--- src/rtl/mdu_hilo.sv ---
// Iterative multiply/divide unit holding the HI/LO pair; one shift step per cycle, fixed latency.
// Define MDU_DIV_EN to include the restoring divider (div/divu); without it only mult/multu/mthi/mtlo exist.
module mdu_hilo #(
  parameter int WIDTH = 32
) (
  input  logic             clk,
  input  logic             rst,
  input  logic             start,
  input  logic [2:0]       op,
  input  logic [WIDTH-1:0] a,
  input  logic [WIDTH-1:0] b,
  output logic             busy,
  output logic             done,
  output logic [WIDTH-1:0] hi,
  output logic [WIDTH-1:0] lo
);

  localparam int CW = (WIDTH > 1) ? $clog2(WIDTH) : 1;
  localparam logic [CW-1:0] LAST = CW'(WIDTH - 1);

  typedef enum logic [1:0] {
    IDLE = 2'd0,
    RUN  = 2'd1,
    FIX  = 2'd2
  } state_t;

  state_t             state_reg;
  logic [CW-1:0]      cnt_reg;
  logic [2*WIDTH-1:0] work_reg;
  logic [2*WIDTH-1:0] work_next;
  logic [WIDTH-1:0]   opnd_reg;
  logic               neg_q_reg;
  logic               busy_reg;
  logic               done_reg;
  logic [WIDTH-1:0]   hi_reg;
  logic [WIDTH-1:0]   lo_reg;

  logic               sa;
  logic               sb;
  logic [WIDTH-1:0]   abs_a;
  logic [WIDTH-1:0]   abs_b;
  logic [WIDTH:0]     mul_sum;
  logic [2*WIDTH-1:0] mul_step;
  logic [2*WIDTH-1:0] result;

`ifdef MDU_DIV_EN
  logic               is_div_reg;
  logic               neg_r_reg;
  logic               dz_reg;
  logic [WIDTH-1:0]   a_reg;
  logic [WIDTH:0]     div_shift;
  logic [WIDTH:0]     div_diff;
  logic [2*WIDTH-1:0] div_step;
  logic [WIDTH-1:0]   quo_fix;
  logic [WIDTH-1:0]   rem_fix;
`endif

  // Signed ops (even opcodes) work on magnitudes; signs are reapplied in FIX.
  assign sa    = ~op[0] & a[WIDTH-1];
  assign sb    = ~op[0] & b[WIDTH-1];
  assign abs_a = sa ? -a : a;
  assign abs_b = sb ? -b : b;

  // Multiply: work_reg = {partial product, remaining multiplier bits}.
  assign mul_sum  = {1'b0, work_reg[2*WIDTH-1:WIDTH]} +
                    (work_reg[0] ? {1'b0, opnd_reg} : {(WIDTH+1){1'b0}});
  assign mul_step = {mul_sum, work_reg[WIDTH-1:1]};

`ifdef MDU_DIV_EN
  // Divide: work_reg = {partial remainder, dividend bits becoming quotient bits}.
  assign div_shift = work_reg[2*WIDTH-1:WIDTH-1];
  assign div_diff  = div_shift - {1'b0, opnd_reg};

  always_comb begin
    if (!div_diff[WIDTH]) begin
      div_step = {div_diff[WIDTH-1:0], work_reg[WIDTH-2:0], 1'b1};
    end else begin
      div_step = {div_shift[WIDTH-1:0], work_reg[WIDTH-2:0], 1'b0};
    end
  end

  assign work_next = is_div_reg ? div_step : mul_step;
`else
  assign work_next = mul_step;
`endif

  always_comb begin
    result = neg_q_reg ? -work_reg : work_reg;
`ifdef MDU_DIV_EN
    quo_fix = neg_q_reg ? -work_reg[WIDTH-1:0] : work_reg[WIDTH-1:0];
    rem_fix = neg_r_reg ? -work_reg[2*WIDTH-1:WIDTH] : work_reg[2*WIDTH-1:WIDTH];
    if (is_div_reg) begin
      // Divide by zero: quotient all ones, remainder is the raw dividend.
      result = dz_reg ? {a_reg, {WIDTH{1'b1}}} : {rem_fix, quo_fix};
    end
`endif
  end

  always_ff @(posedge clk or posedge rst) begin
    if (rst) begin
      state_reg  <= IDLE;
      cnt_reg    <= '0;
      work_reg   <= '0;
      opnd_reg   <= '0;
      neg_q_reg  <= 1'b0;
      busy_reg   <= 1'b0;
      done_reg   <= 1'b0;
      hi_reg     <= '0;
      lo_reg     <= '0;
`ifdef MDU_DIV_EN
      is_div_reg <= 1'b0;
      neg_r_reg  <= 1'b0;
      dz_reg     <= 1'b0;
      a_reg      <= '0;
`endif
    end else begin
      done_reg <= 1'b0;
      case (state_reg)
        IDLE: begin
          if (start) begin
            case (op)
              3'b000, 3'b001: begin
                work_reg   <= {{WIDTH{1'b0}}, abs_b};
                opnd_reg   <= abs_a;
                neg_q_reg  <= sa ^ sb;
                cnt_reg    <= '0;
                busy_reg   <= 1'b1;
                state_reg  <= RUN;
`ifdef MDU_DIV_EN
                is_div_reg <= 1'b0;
`endif
              end
`ifdef MDU_DIV_EN
              3'b010, 3'b011: begin
                work_reg   <= {{WIDTH{1'b0}}, abs_a};
                opnd_reg   <= abs_b;
                neg_q_reg  <= sa ^ sb;
                neg_r_reg  <= sa;
                dz_reg     <= (b == '0);
                a_reg      <= a;
                is_div_reg <= 1'b1;
                cnt_reg    <= '0;
                busy_reg   <= 1'b1;
                state_reg  <= RUN;
              end
`endif
              3'b100:  hi_reg <= a;
              3'b101:  lo_reg <= a;
              default: ;
            endcase
          end
        end
        RUN: begin
          work_reg <= work_next;
          cnt_reg  <= cnt_reg + CW'(1);
          if (cnt_reg == LAST) begin
            busy_reg  <= 1'b0;
            state_reg <= FIX;
          end
        end
        FIX: begin
          hi_reg    <= result[2*WIDTH-1:WIDTH];
          lo_reg    <= result[WIDTH-1:0];
          done_reg  <= 1'b1;
          state_reg <= IDLE;
        end
        default: state_reg <= IDLE;
      endcase
    end
  end

  assign busy = busy_reg;
  assign done = done_reg;
  assign hi   = hi_reg;
  assign lo   = lo_reg;

endmodule

--- config.mk ---
export PLATFORM = sky130hd
export DESIGN_NAME = mdu_hilo
export DESIGN_NICKNAME = d
export VERILOG_FILES = /design/src/rtl/mdu_hilo.sv
export SDC_FILE = /design/constraint.sdc
export NUM_CORES = 1
export LEC_CHECK = 0
export CAP_MARGIN = 20
export CORE_UTILIZATION = 45
export DETAILED_ROUTE_END_ITERATION = 8
export HOLD_SLACK_MARGIN = 0.02
export PLACE_DENSITY_LB_ADDON = 0.15
export REMOVE_ABC_BUFFERS = 1
export SLEW_MARGIN = 20
export SYNTH_ARGS = -nofsm -noshare
export SYNTH_HDL_FRONTEND = slang
export SYNTH_SLANG_ARGS = --single-unit
--- constraint.sdc ---
create_clock -name clk -period 10.6 [get_ports clk]
set_clock_uncertainty 0.05 [all_clocks]
set_input_delay 2.12 -clock clk [delete_from_list [all_inputs] [get_ports clk]]
set_output_delay 2.12 -clock clk [all_outputs]
set_load 0.02 [all_outputs]
# == Word level (Yosys, flattened, before mapping) ==
# Index checks and enable logic that the tools add are counted.
# word_totals
ff_bits,170
input_bits,70
out_inout_bits,66
# op_classes
n_addsub,5
n_eq_ne,11
n_mux,25
n_bitwise,4
reduce_logical,11
# op_table
operator,count
32-bit 2-to-1 mux,7
64-bit 2-to-1 mux,3
32-bit one-hot mux with 2 select lines,2
64-bit one-hot mux with 2 select lines,1
32-bit negator,2
64-bit negator,1
32-bit by 32-bit adder with 33-bit output,1
3-bit AND reduction,5
5-bit 2-to-1 mux,2
5-bit one-hot mux with 2 select lines,1
"3-bit == test, second input constant",2
2-bit 2-to-1 mux,3
"2-bit by 1-bit inequality test with 1-bit output, second input constant",3
"5-bit by 1-bit adder with 5-bit output, second input constant",1
"5-bit == test, second input constant",1
1-bit 2-to-1 mux,4
"2-bit inequality test, second input constant",2
2-bit one-hot mux with 2 select lines,1
4-bit AND reduction,1
2-bit nonzero test,2
"3-bit by 1-bit == test with 1-bit output, second input constant",1
3-bit logical NOT,1
1-bit bitwise AND,2
"2-bit by 1-bit == test with 1-bit output, second input constant",1
other kinds (6),6

# == Depth between registers and ports, before layout ==
# Gate-level depths: netlist (run 1).
# depth
word_depth,6
depth_mapped,13
ltp_nobuf,11

# == Worst setup path after synthesis (run 1) ==
# OpenSTA, ideal clock, no wires.
# synth_timing
kind,in2reg
start,input port a[9]
end,register opnd_reg[28]
setup_ps,133
arrival_time_ps,4223
path_slack_ps,6194
path_stages,7
cell_sequence,or4_1 -> or4b_2 -> nor2_1 -> nand3b_1 -> o31ai_1 -> xor2_1 -> o21ai_0
# synth_between
elab_chain_cells,2
# synth_rtl
element,line_no,rtl
from (decl),10,"input logic [WIDTH-1:0] a,"
32-bit negator,61,assign abs_a = sa ? -a : a;
32-bit 2-to-1 mux,61,
to (signal assigned),124,opnd_reg <= abs_a;
to (decl),31,logic [WIDTH-1:0] opnd_reg;
# No other way between the ends.
# A chain may end at the register's enable or synchronous reset.

# == Worst setup path after layout (run 1) ==
# layout_timing
start,input port a[7]
end,register opnd_reg[28]
# The elaborated chain is that of the path after synthesis.

==> results.txt, run 1 <==
Reg2reg start: work_reg[0]
Critical Path RT: 10840 ps
Switching share of power: 46.8%
Worst-path fanout max: 6
Switching power: 1.96 mW
Wire per inst: 20.4 µm
Drt first pass iters: 6
CP arrival: 5110 ps
Synth area leaders: dfrtp_1 (37%), o21ai_0 (6.4%), nand2_1 (6.3%)
Critical-path cell list: clkdlybuf4s50_1 > or4_1 > or4b_2 > nor2_1 > nand3b_1 > o31ai_1 > xor2_1 > o21ai_0
Initial core utilization: 46.1%
Core area: 0.0253 mm²
Hold buffers post-CTS: 0
CTS tree: done
# port buffers: 135
Yosys top cell area share: 36.5%
Slowest CP cell: or4b_2
Post-Synthesis Cells: 1414
Max-Slew Margin vs Limit: 20.9%
Warnings from Yosys: 0
VDD IR max: 0.134 mV
Vias: 11056
Internal: 2.23 mW
Synth Cell Area: 0.0117 mm²
Vias per Instance: 6.00
Setup bufs post-CTS: 0
Crit. End Element: flop
GRT Util Overall: 28.7%
Max FFs per register: 64
Dpl hpwl: 27300 µm
Clock Latency Late Sink: 440 ps
Comb power frac: 51.7%
Dominant cell type by area after synthesis: dfrtp_1
Crit path from: a[7]
Layout fillers: 2394
Slew Viols, Final: 0
Period utilisation layout: 45.9%
Syn Area/Cell: 8.24 µm²
Clk pin slew, worst setup/hold paths: 70 ps
Fin nets: 1607
H-tree level count: 4
Final TNS setup: 0 ps
RSZ-0062 raised after global routing: no
HP Class: reg2reg
Post_cts resized: 0
Row count: 58
CTS buffer count: 17
Total power: 4.19 mW
Leakage: 5.51 nW
Seq pwr share: 33.1%
Max cap viols: 0
Flip-flop and latch area: 0.00426 mm²
Die Ht: 163 µm
Post-synth ARST share: 100%
Share of power burned in the clock network: 15.2%
Outcome: finished, final reports clean
Finish-stage setup viols: 0
Clk sink count: 170
Flop2flop setup slack: 6400 ps
Residual DRC count: 0
Post-synth top cells: nand2_1 (197), dfrtp_1 (170), o21ai_0 (150)
Final Critical Period: 4860 ps
Synth Flop Type: dfrtp_1
Critical path type: in2reg
Clock Tree Root: clkbuf_16
Routed wire length: 37600 µm
Layout cells sized above 1: 4.70%
Pin count of the biggest net entering global routing: 92
Post-synth EDFFs: 0
End of the worst register-to-register path: work_reg[58]
GRT overflow: 0
Hold Fails Final Rpt: 0
Worst setup path endpoint: opnd_reg[28]
Critical Path Max Stage Delay: 760 ps
FF+latch count, synth: 170
Die extent in x: 163 µm
Vias in the first global route: 10560
R2R cell count: 10
Register area share after synthesis: 36.5%
Synth unique cells: 68
Starting DRC count in detailed routing: 966
Slew @ Worst Pin: 1180 ps
Area taken by multi-input logic gates: 0.00699 mm²
Max Freq: 0.206 GHz
Detail Route Antenna Nets: 0
Area grow syn2layout: 18.7%
Cell with the most instances after synthesis: nand2_1
Initial antenna violation count: 0
First-pass GRT wire length: 58600 µm
Num ports: 136
GP Congestion: 0.924
Hold Slack: 422 ps
Clock Tree Buf Depth: 2
CP startpoint kind: primary input
Cell Pwr Density: 303 mW/mm²
Die area: 0.0265 mm²
Diode count: 0
==> through the flow <==
stage	cells	cell area (µm²)	utilization, %	setup WS (ps)
final	1842	13800	54.8	5740
after floorplan	1331	11300	-	3830
after global routing	1842	13800	54.8	5560
after CTS	1842	13800	54.7	5780
after detailed placement	1810	13200	52.3	5330
after global placement	1810	13200	52.3	5410
==> power groups by stage <==
stage	registers, mW	clock network [mW]	logic (mW)
5_1_grt	1.43	0.672	2.40
2_1_floorplan	1.38	0	1.34
6_report	1.39	0.636	2.17
3_3_place_gp	1.37	0	2.11
3_5_place_dp	1.38	0	2.16
4_1_cts	1.37	0.644	2.17
==> how the worst min path moves through the flow <==
stage / start / endpoint / cells after the start / slack (ps)
2_1_floorplan: opnd_reg[0] / opnd_reg[0] / 2 / 390
3_3_place_gp: opnd_reg[12] / opnd_reg[12] / 2 / 400
3_5_place_dp: opnd_reg[3] / opnd_reg[3] / 2 / 410
4_1_cts: opnd_reg[3] / opnd_reg[3] / 2 / 430
5_1_grt: opnd_reg[17] / opnd_reg[17] / 2 / 450
6_report: opnd_reg[3] / opnd_reg[3] / 2 / 420
==> worst max-delay path: cells and delay by family <==
kind | cells | cell delay, ps
xor+xnor | 1 | 160
buf+inv | 1 | 550
compound gates | 2 | 370
simple gates | 4 | 1910
==> cells in the final DEF, fill, tap and decap left out, types with 11 or more instances in the layout <==
cell type / count
nand2_1: 196
dfrtp_1: 169
o21ai_0: 150
clkdlybuf4s50_1: 135
nor2_1: 112
a21oi_1: 96
xor2_1: 72
xnor2_1: 49
and2_1: 38
ha_1: 37
o31ai_1: 32
or3_1: 32
nor3_1: 26
inv_1: 25
nand3_1: 25
a22oi_1: 23
o221ai_1: 18
clkbuf_16: 17
or4_1: 15
nand2b_1: 14
a21o_1: 14
nand4_1: 13
buf_4: 13
o22ai_1: 11
==> routing by layer <==
| metal | global-route usage (%) | up-vias | share of wire, % |
|---|---|---|---|
| met5 | 0 | - | 0 |
| met4 | 10.4 | 0 | 2.7 |
| met3 | 3.36 | 73 | 4.7 |
| met2 | 47.2 | 352 | 47 |
| met1 | 38.7 | 5350 | 46 |
| li1 | - | 5281 | - |
==> cell type report <==
| class | instances | area share (%) |
|---|---|---|
| Timing Repair Buffer | 149 | 10.6 |
| Sequential cell | 170 | 30.8 |
| Clock buffer | 17 | 3.08 |
| Tap cell | 330 | 2.99 |
| Inverter | 27 | 0.769 |
| Clock inverter | 15 | 1.28 |
| Multi-Input combinational cell | 1134 | 50.6 |
==> logic make-up (layout without fill, tap and decap cells) <==
group / after synthesis / in the layout / share of synthesized area [%]
AND/OR/NAND/NOR: 529 / 529 / 21.9
AO/OA/AOI/OAI: 435 / 435 / 23.7
flip-flops: 170 / 170 / 36.5
XOR/XNOR: 121 / 121 / 9.09
buffers and inverters: 110 / 208 / 3.62
adder cells (fa/ha/maj): 38 / 38 / 4.14
multiplexers: 11 / 11 / 0.977
Note: power is estimated with default switching activity, not from simulation.
==> run 2, diff against run 1 <==
clock period = 4.7 ns   (was 10.6 ns; I/O delays follow)
==> run 2 against run 1 <==
Flip-flop and latch count stayed put. Highest routed layer unchanged. Largest power group unchanged. Combinational power increased by 130%. Largest cell class unchanged. Clock power up 130%. Total power increased by 130%. Sequential share of layout area shrank 0.15 points.
==> results.txt, run 2 (synthesis results as in run 1) <==
Drt first pass iters: 6
CTS buffer count: 17
Met3 usage: 3.90%
Switching power: 4.42 mW
Initial core utilization: 46.1%
Hold buffers post-CTS: 0
First-pass GRT wire length: 58300 µm
Fin nets: 1616
Finish-stage setup viols: 0
Clock Tree Buf Depth: 2
Min-delay src: opnd_reg[11]
Clk pin slew, worst setup/hold paths: 70 ps
Layout cells sized above 1: 5.19%
Diode count: 0
Slew @ Worst Pin: 1050 ps
Clk sink count: 170
Critical Path RT: 4940 ps
GRT Util Overall: 28.7%
CP arrival: 3930 ps
DP Worst Slack: 622 ps
Reg2reg start: work_reg[11]
Final TNS setup: 0 ps
Leakage: 5.56 nW
GP Congestion: 0.952
GRT overflow: 0
Most common cell after layout, fill and taps aside: nand2_1
Detail Route Antenna Nets: 0
Placed Area: 0.0133 mm²
Final Critical Period: 3690 ps
Setup bufs post-CTS: 0
Vias per Instance: 5.93
Clock Tree Root: clkbuf_16
Outcome: finished, final reports clean
Die extent in x: 163 µm
Max FFs per register: 64
Die area: 0.0265 mm²
RSZ-0062 raised after global routing: no
Row count: 58
Crit path from: a[9]
Die Ht: 163 µm
Wire per inst: 20.0 µm
Switching share of power: 46.6%
Hold Fails Final Rpt: 0
Max-Slew Margin vs Limit: 29.9%
Slowest CP cell: or4b_2
VDD IR max: 0.316 mV
Max Freq: 0.271 GHz
Design Area, Final: 0.0139 mm²
Internal: 5.05 mW
Vias in the first global route: 10442
Vias: 10980
GRT Max-Usage Layer: met2
Comb power frac: 51.8%
Crit. End Element: flop
Residual DRC count: 0
CTS tree: done
Post_cts resized: 0
Num ports: 136
HP Class: reg2reg
Critical path type: in2reg
Area grow syn2layout: 19.3%
Pin count of the biggest net entering global routing: 82
Critical Path Max Stage Delay: 760 ps
# port buffers: 135
Setup WS post-layout: 1010 ps
Period utilisation layout: 78.5%
Clock Latency Late Sink: 450 ps
Cell Pwr Density: 681 mW/mm²
Dpl hpwl: 27500 µm
Met2 GRT Util: 45.2%
Core area: 0.0253 mm²
Commonest cells after routing, fill and taps aside: nand2_1 (196), dfrtp_1 (169), o21ai_0 (150), clkdlybuf4s50_1 (135), nor2_1 (113)
CP startpoint kind: primary input
Starting DRC count in detailed routing: 989
Initial antenna violation count: 0
Routed wire length: 37000 µm
GR Layer Usage met1: 40.0%
Max cap viols: 0
Critical-path cell list: clkdlybuf4s50_1 > or4_1 > or4b_2 > nor2_1 > nand3b_1 > o31ai_1 > xor2_1 > o21ai_0
Share of power burned in the clock network: 15.3%
Worst-path fanout max: 5
Seq pwr share: 32.9%
H-tree level count: 4
Slew Viols, Final: 0
run 2: cell types whose count changed in the layout (fill, tap and decap cells not counted):
cell      previous run  this run
buf_12               0         1
nor2_1             112       113
inv_8                2         6
inv_6                5         3
buf_4               13        22
nor2_2               1         0
clkinv_8             6         4
buf_6                1         0
run 2: critical path, delay by kind of cell:
kind	cells	cell delay (ps)
AO/OA/AOI/OAI	2	350
XOR/XNOR	1	160
buffers and inverters	1	510
AND/OR/NAND/NOR	4	1980
run 2: stage by stage:
| stage | hold WS [ps] | utilization (%) | total power [mW] | std cells |
|---|---|---|---|---|
| final | 423 | 55.0 | 9.47 | 1851 |
| after detailed placement | 413 | 52.7 | 7.98 | 1819 |
| after floorplan | 392 | - | 6.13 | 1331 |
| after global routing | 445 | 55.0 | 10.2 | 1851 |
| after CTS | 428 | 55.0 | 9.45 | 1851 |
| after global placement | 405 | 52.7 | 7.88 | 1819 |
run 2: final timing paths:
| path | endpoint | cells after the start | slack (ps) |
|---|---|---|---|
| worst max-delay path | opnd_reg[28] | 8 | 1010 |
| max in group asynchronous | opnd_reg[29] | 3 | 2800 |
| worst min register to register | opnd_reg[11] | 2 | 420 |
| worst max register to register | hi[16] | 7 | 1060 |
| worst min-delay path | opnd_reg[11] | 2 | 420 |
| min in group asynchronous | lo[9] | 2 | 950 |
run 2: cell type report:
cell class,count,area (µm²)
Inverter,27,106
Timing Repair Buffer,158,1540
Clock inverter,15,173
Fill cell,2384,11400
Multi-Input combinational cell,1134,6990
Sequential cell,170,4260
Clock buffer,17,425
Tap cell,330,413
run 2: routing by layer:
layer,wire [µm],part of all wire [%]
met2,17000,46
met5,0,0
met1,17000,46
met4,1030,2.8
met3,1990,5.4
run 2: power by group through the flow:
stage | registers (mW) | clock network (mW) | logic (mW)
2_1_floorplan | 3.11 | 0 | 3.03
3_3_place_gp | 3.09 | 0 | 4.79
3_5_place_dp | 3.10 | 0 | 4.88
4_1_cts | 3.08 | 1.47 | 4.90
5_1_grt | 3.20 | 1.53 | 5.44
6_report | 3.12 | 1.45 | 4.90
==> run 3, diff against run 2 <==
clock period = 3 ns   (was 4.7 ns; I/O delays follow)
==> run 3 against run 2 <==
The run now ends with negative setup slack left. Non-clock buffer count rose by 187. Worst setup slack got worse by 1100 ps. First-iteration DRC count rose by 15%. Sequential power rose by 45%. Clock power rose by 54%. Critical path type is now reg2reg. Critical endpoint is now hi[16]. Highest routed layer unchanged.
==> results.txt, run 3 (synthesis results as in run 1) <==
Final Critical Period: 3090 ps
Die area: 0.0265 mm²
Die extent in x: 163 µm
Detail Route Antenna Nets: 0
CP arrival: 3370 ps
First-pass GRT wire length: 61200 µm
Reg2reg start: work_reg[11]
Leakage: 6.54 nW
Hold buffers post-CTS: 0
Clock Latency Late Sink: 440 ps
Vias: 11975
Min-delay src: opnd_reg[6]
Slew @ Worst Pin: 757 ps
Commonest cells after routing, fill and taps aside: buf_4 (205), nand2_1 (194), dfrtp_1 (168), o21ai_0 (136), clkdlybuf4s50_1 (135)
Residual DRC count: 0
GP Congestion: 0.930
Max cap viols: 0
Period utilisation layout: 103%
Pin count of the biggest net entering global routing: 62
Worst Hold Path EP: opnd_reg[6]
Critical path type: reg2reg
Max Freq: 0.323 GHz
H-tree level count: 4
Crit. End Element: flop
Critical Path RT: 3280 ps
# port buffers: 135
Hold Fails Final Rpt: 0
Initial core utilization: 46.1%
GRT overflow: 0
Vias per Instance: 5.88
Fin nets: 1803
Initial antenna violation count: 0
Wire per inst: 19.3 µm
RSZ-0062 raised after global routing: yes
Layout fillers: 2228
DP Worst Slack: -471 ps
R2R cell count: 7
HP Class: reg2reg
Final Util: 62.6%
Layout cells sized above 1: 19.4%
CTS tree: done
Clk sink count: 170
Failing checks: negative setup slack
Diode count: 0
VDD IR max: 0.593 mV
Most common cell after layout, fill and taps aside: buf_4
Routed wire length: 39400 µm
Worst-path fanout max: 4
Core area: 0.0253 mm²
Hold Path Depth: 2
Flop2flop setup slack: -90 ps
Flip-flop and latch area: 0.00426 mm²
Drt first pass iters: 5
Clk pin slew, worst setup/hold paths: 70 ps
Area grow syn2layout: 35.6%
Max FFs per register: 64
Clock Tree Root: clkbuf_16
Area taken by multi-input logic gates: 0.00746 mm²
End of the worst register-to-register path: hi[16]
Num ports: 136
Cell Pwr Density: 1060 mW/mm²
Max-Slew Margin vs Limit: 49.6%
Die Ht: 163 µm
Setup WS post-layout: -92.9 ps
Dpl hpwl: 30000 µm
Starting DRC count in detailed routing: 1140
Row count: 58
Slew Viols, Final: 0
CP startpoint kind: flop
CTS buffer count: 17
Clock Tree Buf Depth: 2
Finish-stage setup viols: 6
Vias in the first global route: 11347
GRT Util Overall: 29.8%
Final TNS setup: -173 ps
Outcome: finished, violations left
## run 3: worst max-delay path by stage
| stage | start | end | slack, ps | cells past startpoint |
|---|---|---|---|---|
| 6_report | work_reg[11] | hi[16] | -90 | 7 |
| 3_3_place_gp | a[8] | opnd_reg[29] | -470 | 9 |
| 4_1_cts | work_reg[11] | hi[16] | -80 | 7 |
| 2_1_floorplan | rst | busy | -2250 | 1 |
| 3_5_place_dp | a[8] | opnd_reg[29] | -470 | 9 |
| 5_1_grt | work_reg[11] | hi[16] | -200 | 7 |
## run 3: worst max-delay path, stage by stage, from the launching register on
cell,delay (ps)
dfrtp_1,370
or4_4,530
or4_4,450
or4_4,500
or4_4,480
o41ai_4,240
xor2_1,110
a221oi_1,250
## run 3: cell type report
class	count	share of cell area [%]
clock buffer	18	2.78
clock inverter	14	0.926
inverter	27	0.673
multi-input combinational	1134	47.2
sequential	170	26.9
tap	330	2.61
timing repair buffer	345	18.8
## run 3: metrics by stage
stage	power, mW	cell area, µm²	cells	hold WS, ps
detailed placement	13.8	14700	1997	412
floorplan	9.61	11300	1331	392
global route	17.9	15800	2038	449
finish	16.7	15800	2038	423
global placement	13.6	14700	1997	405
CTS	16.2	15400	2032	428
## run 3: metal layers
layer / vias to the layer above / GRT usage [%] / wire, µm
met5: - / 0 / 0
met4: 0 / 10.7 / 999
met3: 89 / 3.26 / 2470
met2: 447 / 49.1 / 19000
met1: 5757 / 40.5 / 17000
li1: 5682 / - / -
## run 3: what timing repair did
| item | CTS | global route |
|---|---|---|
| buffers inserted | 3 | 6 |
| setup endpoints to repair | 31 | 34 |
| resized for setup | 31 | 71 |
| pin swaps | 10 | 25 |
## run 3: power breakdown
group / switching, mW / leakage, nW / total (mW) / internal, mW
Clock: 1.10 / 0.287 / 2.24 / 1.14
Sequential: 1.08 / 2.05 / 4.52 / 3.44
Combinational: 5.34 / 4.20 / 9.98 / 4.64
